===== config.mk =====
export PLATFORM = sky130hd
export DESIGN_NAME = stream_mux4x1
export DESIGN_NICKNAME = d
export VERILOG_FILES = /design/src/rtl/stream_mux4x1.sv
export SDC_FILE = /design/constraint.sdc
export NUM_CORES = 1
export LEC_CHECK = 0
export BUFFER_PORTS_ARGS = -buffer_cell sky130_fd_sc_hd__buf_2
export CAP_MARGIN = 15
export CORE_AREA = 8 8 54 56
export CTS_BUF_LIST = sky130_fd_sc_hd__clkbuf_4 sky130_fd_sc_hd__clkbuf_8
export DETAILED_ROUTE_END_ITERATION = 8
export DIE_AREA = 0 0 62 64
export GPL_ROUTABILITY_DRIVEN = 0
export GPL_TIMING_DRIVEN = 0
export HOLD_SLACK_MARGIN = 0.02
export PLACE_DENSITY = 0.85
export SLEW_MARGIN = 10
export SYNTH_ARGS = -nofsm -noshare
export SYNTH_HDL_FRONTEND = slang
export SYNTH_SLANG_ARGS = --single-unit

===== constraint.sdc =====
create_clock -name clk_i -period 4.6 [get_ports clk_i]
set_input_delay 0.46 -clock clk_i [delete_from_list [all_inputs] [get_ports clk_i]]
set_output_delay 0.46 -clock clk_i [all_outputs]
set_load 0.02 [all_outputs]

===== src/rtl/stream_mux4x1.sv =====
// Four-channel valid/ready merge with round-robin arbitration and one registered
// output stage; sel_o reports which channel supplied the beat on y_o.
module stream_mux4x1 #(
    parameter int WIDTH = 8
) (
    input  logic             clk_i,
    input  logic             rst_i,
    input  logic [WIDTH-1:0] x0_i,
    input  logic [WIDTH-1:0] x1_i,
    input  logic [WIDTH-1:0] x2_i,
    input  logic [WIDTH-1:0] x3_i,
    input  logic [3:0]       valid_i,
    output logic [3:0]       ready_o,
    output logic [WIDTH-1:0] y_o,
    output logic [1:0]       sel_o,
    output logic             valid_o,
    input  logic             ready_i
);

    logic [WIDTH-1:0] r_y;
    logic [1:0]       r_sel;
    logic             r_valid;
    logic [1:0]       r_ptr;

    logic             w_load_en;
    logic             w_found;
    logic [1:0]       w_grant;
    logic [1:0]       w_idx;
    logic [WIDTH-1:0] w_x;

    assign w_load_en = !r_valid || ready_i;

    // First requesting channel at or after the pointer wins.
    always_comb begin
        w_found = 1'b0;
        w_grant = r_ptr;
        w_idx   = r_ptr;
        for (int k = 0; k < 4; k++) begin
            w_idx = r_ptr + 2'(k);
            if (!w_found && valid_i[w_idx]) begin
                w_found = 1'b1;
                w_grant = w_idx;
            end
        end
    end

    always_comb begin
        case (w_grant)
            2'd0:    w_x = x0_i;
            2'd1:    w_x = x1_i;
            2'd2:    w_x = x2_i;
            default: w_x = x3_i;
        endcase
    end

    assign ready_o = (w_load_en && w_found && !rst_i) ? (4'b0001 << w_grant) : 4'b0000;

    always_ff @(posedge clk_i) begin
        if (rst_i) begin
            r_y     <= '0;
            r_sel   <= 2'd0;
            r_valid <= 1'b0;
            r_ptr   <= 2'd0;
        end else if (w_load_en) begin
            if (w_found) begin
                r_y     <= w_x;
                r_sel   <= w_grant;
                r_valid <= 1'b1;
                r_ptr   <= w_grant + 2'd1;
            end else begin
                r_valid <= 1'b0;
            end
        end
    end

    assign y_o     = r_y;
    assign sel_o   = r_sel;
    assign valid_o = r_valid;

endmodule


# Word-level counts from Yosys, hierarchy flattened
# Cells that the tools add are included.
# word_totals
regBits,13
input_bits,39
output_inout_bits,15
# op_classes
addsub,4
magnitude_cmp,4
eq_ne,2
shifts,1
muxes,18
reduce_logical,13
# ops
operator,count
8-bit one-hot mux with 3 select lines,1
2-bit by 3-bit less-than comparator with 1-bit output (second input constant),4
1-bit 2-to-1 mux,9
1-bit binary-select mux with 2-bit select,4
2-bit 2-to-1 mux,3
1-bit logical AND,5
1-bit zero test,5
2-bit by 1-bit adder with 2-bit output (second input constant),2
2-bit adder (second input constant),2
4-bit 2-to-1 mux,1
1-bit by 2-bit << shifter with 4-bit output (first input constant),1
2-bit by 1-bit equality test with 1-bit output (second input constant),1
2-bit equality test (second input constant),1
2-bit zero test,1
2-bit AND reduction,1
1-bit logical OR,1

# Depth between registers and ports, before layout
# Gate-level depths: netlist of the first run.
# logic_depth
word_depth,15
ltp_mapped,10
depth_no_buf,9

# Worst setup path after synthesis of the first run
# OpenSTA, ideal clock, no wires.
# synth_timing
path_type,input to output
start,in valid_i[2]
end,out ready_o[2]
arrival_time_ns,1.659
required_time_ns,4.140
path_slack_ns,2.481
cell_stages,7
path_buffers,1
path_cell_list,nor2b_1 o21a_1 a21oi_1 inv_1 ha_1 clkbuf_1 and2_1
# synth_rtl
element,line_no,text
"start, declared",12,"input logic [3:0] valid_i,"
1-bit binary-select mux with 2-bit select,40,if (!w_found && valid_i[w_idx]) begin
1-bit 2-to-1 mux (not written as such),40,
1-bit 2-to-1 mux,40,
1-bit zero test,40,
1-bit logical AND,40,
1-bit 2-to-1 mux,40,
1-bit zero test,40,
1-bit logical AND,40,
1-bit 2-to-1 mux,40,
1-bit zero test,40,
1-bit logical AND,40,
2-bit 2-to-1 mux *,40,
via w_grant[1],27,logic [1:0] w_grant;
1-bit by 2-bit << shifter with 4-bit output *,56,assign ready_o = (w_load_en && w_found && !rst_i) ? (4'b0001 << w_grant) : 4'b0000;
4-bit 2-to-1 mux *,56,
"end, declared",13,"output logic [3:0] ready_o,"
# Mark *: on every way through the listed nets, which the timed path passes. The rest lies on a longest branch. The select of a mux whose other input is x is not followed.

# Final worst setup path of the first run
# layout_timing
start,reg r_ptr[1]
end,out ready_o[2]
# layout_rtl
element,line_no,text
"start, declared",23,logic [1:0] r_ptr;
"start signal, assigned",69,r_ptr <= w_grant + 2'd1;
branches (longest 11 deep; another with 2-bit by 1-bit adder with 2-bit output),-,
2-bit 2-to-1 mux *,40,
via w_grant[1],27,
1-bit by 2-bit << shifter with 4-bit output *,56,
4-bit 2-to-1 mux *,56,
# Mark *: on every way through the listed nets, which the timed path passes. The select of a mux whose other input is x is not followed.

==> impl_metrics.py, run 1 <==
metrics = {
    "timing": {
        "min_period_ns": 2.62,
        "slew_headroom_pct": 72.3,
        "fin_crit_sh_pct": 56.9,
        "hold_viol": 0,
        "worstMarginPinSlew_ns": 0.415,
        "slew_violations": 0,
        "rsz0062_at_grt": "false",
        "skew_ns": 0.00773,
        "setup_violations": 0,
        "fmax_mhz": 382,
        "finalSetupTns_ns": 0,
    },
    "clocking": {
        "cts_setup_buffers": 0,
        "cts_root_buffer": "clkbuf_4",
        "ctsResizeCount": 0,
        "cts.clk_slew.worst_paths_ns": 0.08,
        "htree_num_levels": 1,
        "cts.path.max_buffers": 2,
        "postCtsHoldBufs": 0,
        "cts_tree": "built",
        "cts_sinks": 13,
        "clk-insertion-delay-late_ns": 0.28,
        "cts_made_buffers": 3,
    },
    "grt": {
        "grt_max_degree": 11,
        "grt_overflow": 0,
        "grt_pass1_vias": 1058,
        "antenna_found_initial": 0,
        "grt_usage_pct": 13.7,
        "grt_pass1_wl_um": 4410,
    },
    "yosys": {
        "syn_avg_cell_area_um2": 7.76,
        "synth_cell_types": 26,
        "synth-seq-area-share_pct": 30.5,
        "synth_cells": 110,
        "synth_area_um2": 853,
        "synth_warnings": 0,
        "syn_nets": 154,
        "synth_seq_cells": 13,
    },
    "placed_design": {
        "dp_hpwl_um": 2220,
        "io_buffers": 53,
    },
    "floorplanning": {
        "die_w_um": 62,
        "fp.dieArea_mm2": 0.00397,
        "fp-row-count": 17,
        "core_area_mm2": 0.00211,
        "ios": 54,
        "start_util_pct": 40.5,
        "die_h_um": 64,
    },
    "cells_and_area": {
        "nNetsFinal": 212,
        "drive_gt1_share_pct": 38.9,
        "final_util_pct": 56.2,
        "antenna-diode-count": 0,
        "synthToLayoutAreaGrowth_pct": 38.7,
    },
    "power_and_ir_drop": {
        "power_density_mw_per_mm2": 339,
        "leakage_uw": 0.000588,
        "total_power_uw": 401,
        "peakVddDrop_v": 0.000148,
    },
    "routing": {
        "via_count": 1007,
        "routed_via_density": 5.16,
        "ant_nets": 0,
        "drt_iter0_drc": 56,
        "wl_um": 2660,
        "drc": 0,
        "routedWlPerCell_um": 13.6,
        "dr.pass1.iters": 4,
    },
    "setup_path": {
        "crit_path_end_kind": "output pin",
        "path_class": "register to output pin",
        "crit_path_max_fanout": 9,
        "crit_path_start_kind": "register",
        "critPathArrivalTime_ns": 2.16,
        "cp_data_required_time_ns": 4.14,
    },
    "run_status": {
        "status": "complete, no violations",
    },
    "hold_path": {
        "worstHoldPathType": "primary input to register",
    },
    "flow_run": {
        "cap_violations": 0,
    },
}
power by group:
part	internal, µW	switching [µW]
combinational	74.3	109
sequential	131	11.1
clock	39.5	36.6
cells by family (layout without fill, tap and decap cells):
group / after synthesis / in the layout / synth area share, %
DFF: 13 / 13 / 30.5
buffers and inverters: 12 / 69 / 7.04
and+or+nand+nor: 42 / 42 / 24.0
adders and majority gates: 5 / 5 / 7.33
AOI/OAI and AO/OA: 38 / 38 / 31.1
state kept, by name, indices dropped and copies added (netlist names):
| register | cells |
|---|---|
| y_o | 8 |
| r_ptr | 2 |
| sel_o | 2 |
| valid_o | 1 |
final cells by class:
class | instances | area, µm²
inverters | 5 | 18.8
flip-flops and latches | 13 | 260
repair buffers | 53 | 265
plain buffers | 7 | 41.3
clock buffers | 4 | 30.0
multi-input cells | 85 | 533
well taps | 28 | 35.0
fillers | 196 | 922
layout by cell type, fill, tap and decap left out, types with 2 or more instances in the layout:
master / synthesis / final
a21o_1: 2 / 2
dfxtp_1: 13 / 13
clkbuf_4: 0 / 4
inv_1: 5 / 5
nor2b_1: 3 / 3
a21oi_2: 2 / 2
a222oi_1: 8 / 8
nand2_1: 27 / 27
and2_1: 4 / 4
buf_1: 2 / 2
nor2_1: 4 / 4
clkbuf_1: 3 / 3
ha_1: 5 / 5
o21ai_0: 8 / 8
buf_2: 0 / 53
a21oi_1: 11 / 11
buf_6: 2 / 2
synth_stat cells:
cell type / number / area share (%)
o21ai_0: 8 / 4.7
buf_6: 2 / 2.6
buf_1: 2 / 0.88
clkbuf_1: 3 / 1.3
nor3_1: 1 / 0.59
nor3b_1: 1 / 0.88
o211a_2: 1 / 1.2
a21oi_2: 2 / 2.1
a222oi_1: 8 / 9.4
a31oi_1: 1 / 0.73
a21oi_1: 11 / 6.5
a211o_1: 1 / 1.0
nor4_4: 1 / 2.5
and2_1: 4 / 2.9
o21ai_1: 1 / 0.59
a211oi_2: 1 / 1.5
inv_1: 5 / 2.2
a211oi_1: 1 / 0.88
nand2_1: 27 / 12
nor2_1: 4 / 1.8
dfxtp_1: 13 / 30
a21o_1: 2 / 1.8
ha_1: 5 / 7.3
nor2_4: 1 / 1.3
o21a_1: 1 / 0.88
nor2b_1: 3 / 2.2
routing by layer:
layer | global-route usage [%] | share of wire (%) | vias to the layer above | wire length [µm]
met5 | 0 | 0 | - | 0
met4 | 5.98 | 2.6 | 0 | 68
met3 | 2.60 | 7.5 | 6 | 199
met2 | 22.8 | 51 | 42 | 1350
met1 | 16.3 | 39 | 454 | 1030
li1 | - | - | 505 | -
stage by stage:
stage	hold slack, ns	instance area, µm²	std cells	setup slack, ns
after floorplan	0.499	853	110	2.48
after global placement	0.436	1150	191	2.11
after detailed placement	0.446	1150	191	2.03
after CTS	0.433	1180	195	2.00
after global routing	0.429	1180	195	1.78
final	0.434	1180	195	1.98
path summary, 6_finish.rpt:
kind | startpoint | end | slack (ns) | cells past startpoint
setup / recovery | r_ptr[1] | ready_o[2] | 1.98 | 8
hold / removal | rst_i | r_ptr[0] | 0.43 | 2
setup reg to reg | r_ptr[1] | y_o[0] | 2.26 | 10
hold reg to reg | y_o[4] | y_o[4] | 0.45 | 2
worst max-delay path, stage by stage, from the launching register on:
cell and delay, ns:
dfxtp_1 0.36, nor3_1 0.20, a31oi_1 0.06, a21oi_1 0.35
inv_1 0.16, ha_1 0.22, clkbuf_1 0.19, and2_1 0.18
buf_2 0.15
No activity file was read; power rests on OpenSTA's default activity.
==> run 2, diff against run 1 <==
Settings changed: ABC_AREA from default to 1, CORE_AREA 8 8 54 56 to 8 8 61 63, DIE_AREA 0 0 62 64 to 0 0 69 71, PLACE_DENSITY 0.85 to 0.83.
Clock period 4.6 ns to 2.3 ns, I/O delays scaled along.
==> run 2 against run 1 <==
The flow now finishes with violations (setup timing). Setup slack worse by 2.0 ns. Register-to-register slack got worse by 2.2 ns. Sequential cell count unchanged. Synthesized area rose by 34%. Clock skew shrank 0.00085 ns. Die area rose by 23%. Design area increased by 54%. Critical endpoint is now ready_o[1]. Largest power group unchanged. Highest routed layer unchanged.
==> impl_metrics.py, run 2 <==
metrics = {
    "clocking": {
        "cts_root_buffer": "clkbuf_4",
        "cts_tree": "built",
        "cts_made_buffers": 3,
        "clk-insertion-delay-late_ns": 0.27,
        "cts.path.max_buffers": 2,
        "htree_num_levels": 1,
        "cts_sinks": 13,
        "cts.clk_slew.worst_paths_ns": 0.08,
    },
    "yosys": {
        "synthTopCellsByArea": "dfxtp_1 23%, nand2_1 19%, nand3_1 8.3%",
        "synth_seq_cells": 13,
        "synthFlopType": "dfxtp_1",
        "synth_top_cell_by_area": "dfxtp_1",
        "synth_cell_types": 25,
        "async_reset_ff_share_pct": 0,
        "synth_most_common_cell": "nand2_1",
        "synth-seq-area-share_pct": 22.7,
        "synth_area_mm2": 0.00115,
        "synth_cells": 178,
        "synth_top_cell_area_share_pct": 22.7,
        "synth_edf_count": 0,
        "synth_common_cells": "58 x nand2_1, 20 x inv_1, 19 x nand3_1, 13 x dfxtp_1",
        "syn_nets": 222,
        "synth_warnings": 0,
        "syn_avg_cell_area_um2": 6.45,
    },
    "grt": {
        "grt_pass1_wl_um": 6120,
        "antenna_found_initial": 0,
        "grt_pass1_vias": 1471,
        "grt_usage_pct": 14.1,
        "grt_overflow": 0,
        "grt_max_degree": 11,
    },
    "setup_path": {
        "r2r-start": "r_ptr[0]",
        "max_stage_delay_ns": 0.39,
        "endpoint": "ready_o[1]",
        "critPathArrivalTime_ns": 2.12,
        "cp_data_required_time_ns": 2.07,
        "crit_path_max_fanout": 5,
        "rr_worst_depth": 17,
        "path_common_cell": "nand2_4",
        "crit_path_end_kind": "output pin",
        "path_class": "register to output pin",
        "crit_path_start_kind": "register",
        "path_cells": "inv_4 > buf_8 > nand2_4 > nand2_4 > nand2_4 > nand2_4 > nor2_4 > nand4_1 > nand2_1 > nand2_2 > nand2_4 > inv_4 > ha_4 > inv_2 > nor2_1 > buf_4",
        "setup.worst_path.start": "r_ptr[0]",
        "r2r_end": "y_o[1]",
        "critPathSlowestCell": "dfxtp_4",
        "r2r_slack_ns": 0.03,
    },
    "power_and_ir_drop": {
        "leakage_uw": 0.000953,
        "peakVddDrop_v": 0.00117,
        "power.switching_uw": 1520,
        "power.share.sequential_pct": 12.0,
        "combPwrFrac_pct": 83.1,
        "swShare_pct": 50.1,
        "power_density_mw_per_mm2": 1660,
        "p_int_uw": 1510,
        "pwr-share-clk_pct": 4.9,
    },
    "cells_and_area": {
        "antenna-diode-count": 0,
        "final_common_cell": "buf_2",
        "final_util_pct": 63.8,
        "nFillCells": 256,
        "nNetsFinal": 288,
        "mostFrequentLayoutCells": "51 x buf_2, 40 x nand2_1, 15 x nand3_1",
        "drive_gt1_share_pct": 56.8,
        "synthToLayoutAreaGrowth_pct": 58.6,
        "final_cell_area_mm2": 0.00182,
        "largest_reg_flops": 8,
    },
    "floorplanning": {
        "core_area_mm2": 0.00285,
        "ios": 54,
        "fp-row-count": 20,
        "die_h_um": 71,
        "fp.dieArea_mm2": 0.00490,
        "die_w_um": 69,
        "start_util_pct": 40.2,
    },
    "routing": {
        "wl_met2_um": 1930,
        "met3_length_um": 300,
        "ant_nets": 0,
        "via_count": 1402,
        "wl_um": 3850,
        "m1WireLength_um": 1600,
        "highest_layer": "met4",
        "drc": 0,
        "dr.pass1.iters": 4,
        "routed_via_density": 5.08,
        "routedWlPerCell_um": 14.0,
        "drt_iter0_drc": 123,
    },
    "timing": {
        "fin_crit_sh_pct": 102,
        "skew_ns": 0.00688,
        "slew_violations": 0,
        "rsz0062_at_grt": "true",
        "min_period_ns": 2.35,
        "setup_violations": 4,
        "worstMarginPinSlew_ns": 0.206,
        "hold_viol": 0,
        "slew_headroom_pct": 86.1,
        "setup_ws_ns": -0.0525,
        "fmax_mhz": 425,
    },
    "hold_path": {
        "worstHoldPathType": "primary input to register",
    },
    "placed_design": {
        "io_buffers": 53,
        "post_dp_cell_area_mm2": 0.00145,
        "dp_hpwl_um": 2630,
    },
    "run_status": {
        "violations": "setup timing",
        "status": "finished with violations",
    },
    "flow_run": {
        "cap_violations": 0,
    },
}
run 2: cell types whose count changed after synthesis, sizes merged, moves of 3 or more:
cell,previous run,this run
a21oi,13,2
a222oi,8,0
a22o,0,8
and2,4,0
inv,5,22
nand2,27,64
nand3,0,20
nor2,5,9
nor2b,3,0
o21ai,9,15
o22ai,0,8
run 2: final cells by class:
class / instances / area (µm²) / area share [%]
repair buffers: 65 / 383 / 21.0
well taps: 33 / 41.3 / 2.27
plain buffers: 6 / 72.6 / 3.99
inverters: 22 / 95.1 / 5.23
clock buffers: 4 / 30.0 / 1.65
flip-flops and latches: 13 / 265 / 14.6
multi-input cells: 133 / 932 / 51.2
run 2: cells by family (layout without fill, tap and decap cells):
group	after synthesis	in the layout	share of synthesized area [%]
AND/OR/NAND/NOR	95	95	37.0
AO/OA/AOI/OAI	33	33	21.2
buffers and inverters	32	97	13.7
flip-flops	13	13	22.7
adder cells (fa/ha/maj)	5	5	5.45
run 2: worst min-delay path by stage:
| stage | cells past startpoint | start | slack, ns | to |
|---|---|---|---|---|
| finish | 2 | rst_i | 0.13 | r_ptr[0] |
| global route | 2 | rst_i | 0.12 | r_ptr[0] |
| CTS | 2 | rst_i | 0.13 | r_ptr[0] |
| detailed placement | 2 | rst_i | 0.42 | r_ptr[0] |
| global placement | 2 | rst_i | 0.42 | r_ptr[0] |
| floorplan | 1 | rst_i | 0.29 | r_ptr[0] |
run 2: power by group through the flow:
stage,logic [µW],registers [µW],clock network [µW]
after floorplan,1250,422,0
after global placement,1650,347,0
after detailed placement,1700,349,0
after CTS,2170,351,147
after global routing,2720,373,169
final,2510,363,147
run 2: repair_timing:
item,CTS,global route
cloned,1,0
buffers inserted,8,3
pin swaps,12,13
setup endpoints to repair,12,12
hold buffers,0,0
resized for setup,39,38
run 2: worst max-delay path, delay by kind of cell (launching register included):
kind                       cells  cell delay, ns
adders and majority gates      1            0.17
buffers and inverters          5            0.43
DFF                            1            0.39
and+or+nand+nor               10            0.86
run 2: metrics by stage:
stage / cells / setup WS, ns / total power, µW / hold slack (ns) / TNS [ns]
detailed placement: 264 / -0.311 / 2050 / 0.421 / -2.60
finish: 276 / -0.0525 / 3020 / 0.129 / -0.116
floorplan: 178 / 0.0214 / 1670 / 0.292 / 0
global route: 276 / -0.141 / 3270 / 0.120 / -0.905
CTS: 274 / -0.0163 / 2670 / 0.130 / -0.0408
global placement: 264 / -0.264 / 2000 / 0.422 / -1.96
run 2: metal layers:
layer,global-route usage [%],vias to the layer above
met5,0,-
met4,3.64,0
met3,5.17,4
met2,25.5,60
met1,15.1,624
li1,-,714
==> run 3, diff against run 2 <==
--- a/config.mk
+++ b/config.mk
@@ -17,4 +17,5 @@
 export HOLD_SLACK_MARGIN = 0.02
 export PLACE_DENSITY = 0.83
+export SETUP_SLACK_MARGIN = 0.1
 export SLEW_MARGIN = 10
 export SYNTH_ARGS = -nofsm -noshare
==> constraint.sdc (replaced) <==
create_clock -name clk_i -period 2.3 [get_ports clk_i]
set_input_delay 0.115 -clock clk_i [delete_from_list [all_inputs] [get_ports clk_i]]
set_output_delay 0.115 -clock clk_i [all_outputs]
set_load 0.02 [all_outputs]
==> run 3 against run 2 <==
The flow still finishes with violations (setup timing). Via count is 17% higher. Hold slack worse by 0.0034 ns. Routed wire length is 38% higher. Die area stayed put. Clock skew is 0.0086 ns higher. Final cell count is 10% higher. First-iteration DRC count is 15% lower. Critical endpoint unchanged.
==> impl_metrics.py, run 3 (same netlist as run 2, synthesis figures left out) <==
metrics = {
    "run_status": {
        "status": "finished with violations",
        "violations": "setup timing",
    },
    "hold_path": {
        "worstHoldPathType": "primary input to register",
    },
    "cells_and_area": {
        "final_util_pct": 74.4,
        "antenna-diode-count": 0,
        "largest_reg_flops": 8,
        "mostFrequentLayoutCells": "51 x buf_2, 37 x nand2_1, 29 x buf_4",
        "synthToLayoutAreaGrowth_pct": 85.1,
        "fin_cells": 304,
        "drive_gt1_share_pct": 64.9,
        "nNetsFinal": 316,
        "final_common_cell": "buf_2",
    },
    "floorplanning": {
        "die_w_um": 69,
        "die_h_um": 71,
        "core_area_mm2": 0.00285,
        "ios": 54,
        "fp.dieArea_mm2": 0.00490,
        "start_util_pct": 40.2,
        "fp-row-count": 20,
    },
    "timing": {
        "fmax_mhz": 410,
        "slew_headroom_pct": 82.8,
        "rsz0062_at_grt": "true",
        "worstMarginPinSlew_ns": 0.257,
        "timing.hold.ws_ns": 0.125,
        "finalSetupTns_ns": -0.945,
        "setup_ws_ns": -0.141,
        "min_period_ns": 2.44,
        "skew_ns": 0.0155,
        "setup_violations": 13,
        "fin_crit_sh_pct": 106,
        "slew_violations": 0,
        "hold_viol": 0,
    },
    "clocking": {
        "htree_num_levels": 1,
        "cts_root_buffer": "clkbuf_4",
        "cts.path.max_buffers": 2,
        "clk-insertion-delay-late_ns": 0.29,
        "cts_made_buffers": 3,
        "cts_tree": "built",
        "cts_sinks": 13,
        "cts.clk_slew.worst_paths_ns": 0.10,
    },
    "grt": {
        "use_met2_pct": 29.3,
        "antenna_found_initial": 0,
        "grt_pass1_vias": 1537,
        "grt_pass1_wl_um": 6620,
        "grt_overflow": 0,
        "grtUsageMet1_pct": 15.9,
        "grt_max_degree": 11,
        "top_usage_layer": "met2",
        "grt_use_met3_pct": 4.20,
        "grt_usage_pct": 15.9,
    },
    "routing": {
        "routedWlPerCell_um": 17.5,
        "via_count": 1646,
        "routed_via_density": 5.41,
        "drc": 0,
        "drt_iter0_drc": 105,
        "wl_um": 5310,
        "ant_nets": 0,
        "dr.pass1.iters": 4,
    },
    "power_and_ir_drop": {
        "peakVddDrop_v": 0.00141,
        "combPwrFrac_pct": 86.2,
        "power.share.sequential_pct": 9.4,
        "leakage_uw": 0.00111,
        "pwr-share-clk_pct": 4.4,
        "power.switching_uw": 1870,
        "swShare_pct": 49.0,
        "p_int_uw": 1950,
        "total_power_uw": 3810,
        "power_density_mw_per_mm2": 1800,
    },
    "setup_path": {
        "crit_path_end_kind": "output pin",
        "cp_data_required_time_ns": 2.18,
        "critPathArrivalTime_ns": 2.33,
        "crit_path_max_fanout": 5,
        "crit_path_start_kind": "register",
        "path_class": "register to output pin",
    },
    "placed_design": {
        "io_buffers": 53,
        "dp_hpwl_um": 2600,
        "place_inst": 264,
    },
    "flow_run": {
        "cap_violations": 0,
    },
}
## run 3: changes by cell type in the layout (fill, tap and decap cells not counted), moves of 3 or more
cell	change
nand2_1	-3
nand3_1	-3
buf_6	+6
buf_4	+17
nand2_2	+5
## run 3: area by class of cell
cell class	count	area, µm²
Clock buffer	4	30.0
Tap cell	33	41.3
Buffer	9	114
Fill cell	189	729
Sequential cell	13	265
Multi-Input combinational cell	133	973
Inverter	22	103
Timing Repair Buffer	90	597
## run 3: power groups by stage
stage	sequential (µW)	clock (µW)	combinational [µW]
floorplan	422	0	1260
global placement	348	0	1670
detailed placement	349	0	1710
CTS	352	158	2480
global route	365	174	3470
finish	359	167	3290
## run 3: path summary, 6_finish.rpt
check	from	end	slack, ns	cells past startpoint
worst max-delay path	r_ptr[0]	ready_o[1]	-0.14	16
worst min-delay path	x3_i[6]	y_o[6]	0.13	3
worst max register to register	r_ptr[0]	sel_o[1]	-0.09	19
worst min register to register	y_o[4]	y_o[4]	0.48	2
## run 3: routing by layer
| layer | share of wire (%) | wire [µm] |
|---|---|---|
| met1 | 36 | 1930 |
| met2 | 51 | 2730 |
| met3 | 8.2 | 435 |
| met4 | 4.0 | 212 |
| met5 | 0 | 0 |
## run 3: what timing repair did
| action | CTS | global route |
|---|---|---|
| hold buffers | 1 | 0 |
| gates cloned | 3 | 1 |
| hold endpoints to repair | 1 | 0 |
| endpoints found under the setup margin | 12 | 13 |
| gates resized for setup | 49 | 57 |
| buffers inserted | 16 | 16 |
| pin swaps | 13 | 27 |
## run 3: critical path: stages, from the launching register on
cell and delay (ns):
dfxtp_4 0.38, buf_4 0.14, nand2_1 0.08, nand2_2 0.09, nand2_4 0.09, nand2_4 0.06, nor2_4 0.12, nand4_1 0.18
nand2_1 0.13, nand2_2 0.09, nand2_4 0.09, inv_4 0.05, ha_4 0.16, buf_8 0.12, inv_2 0.04, nor2_1 0.04
buf_4 0.15
## run 3: through the flow
step	setup slack, ns	cell area, µm²
after floorplan	0.116	1150
after global placement	-0.170	1460
after detailed placement	-0.215	1460
after CTS	-0.0766	1810
after global routing	-0.185	2120
final	-0.141	2120
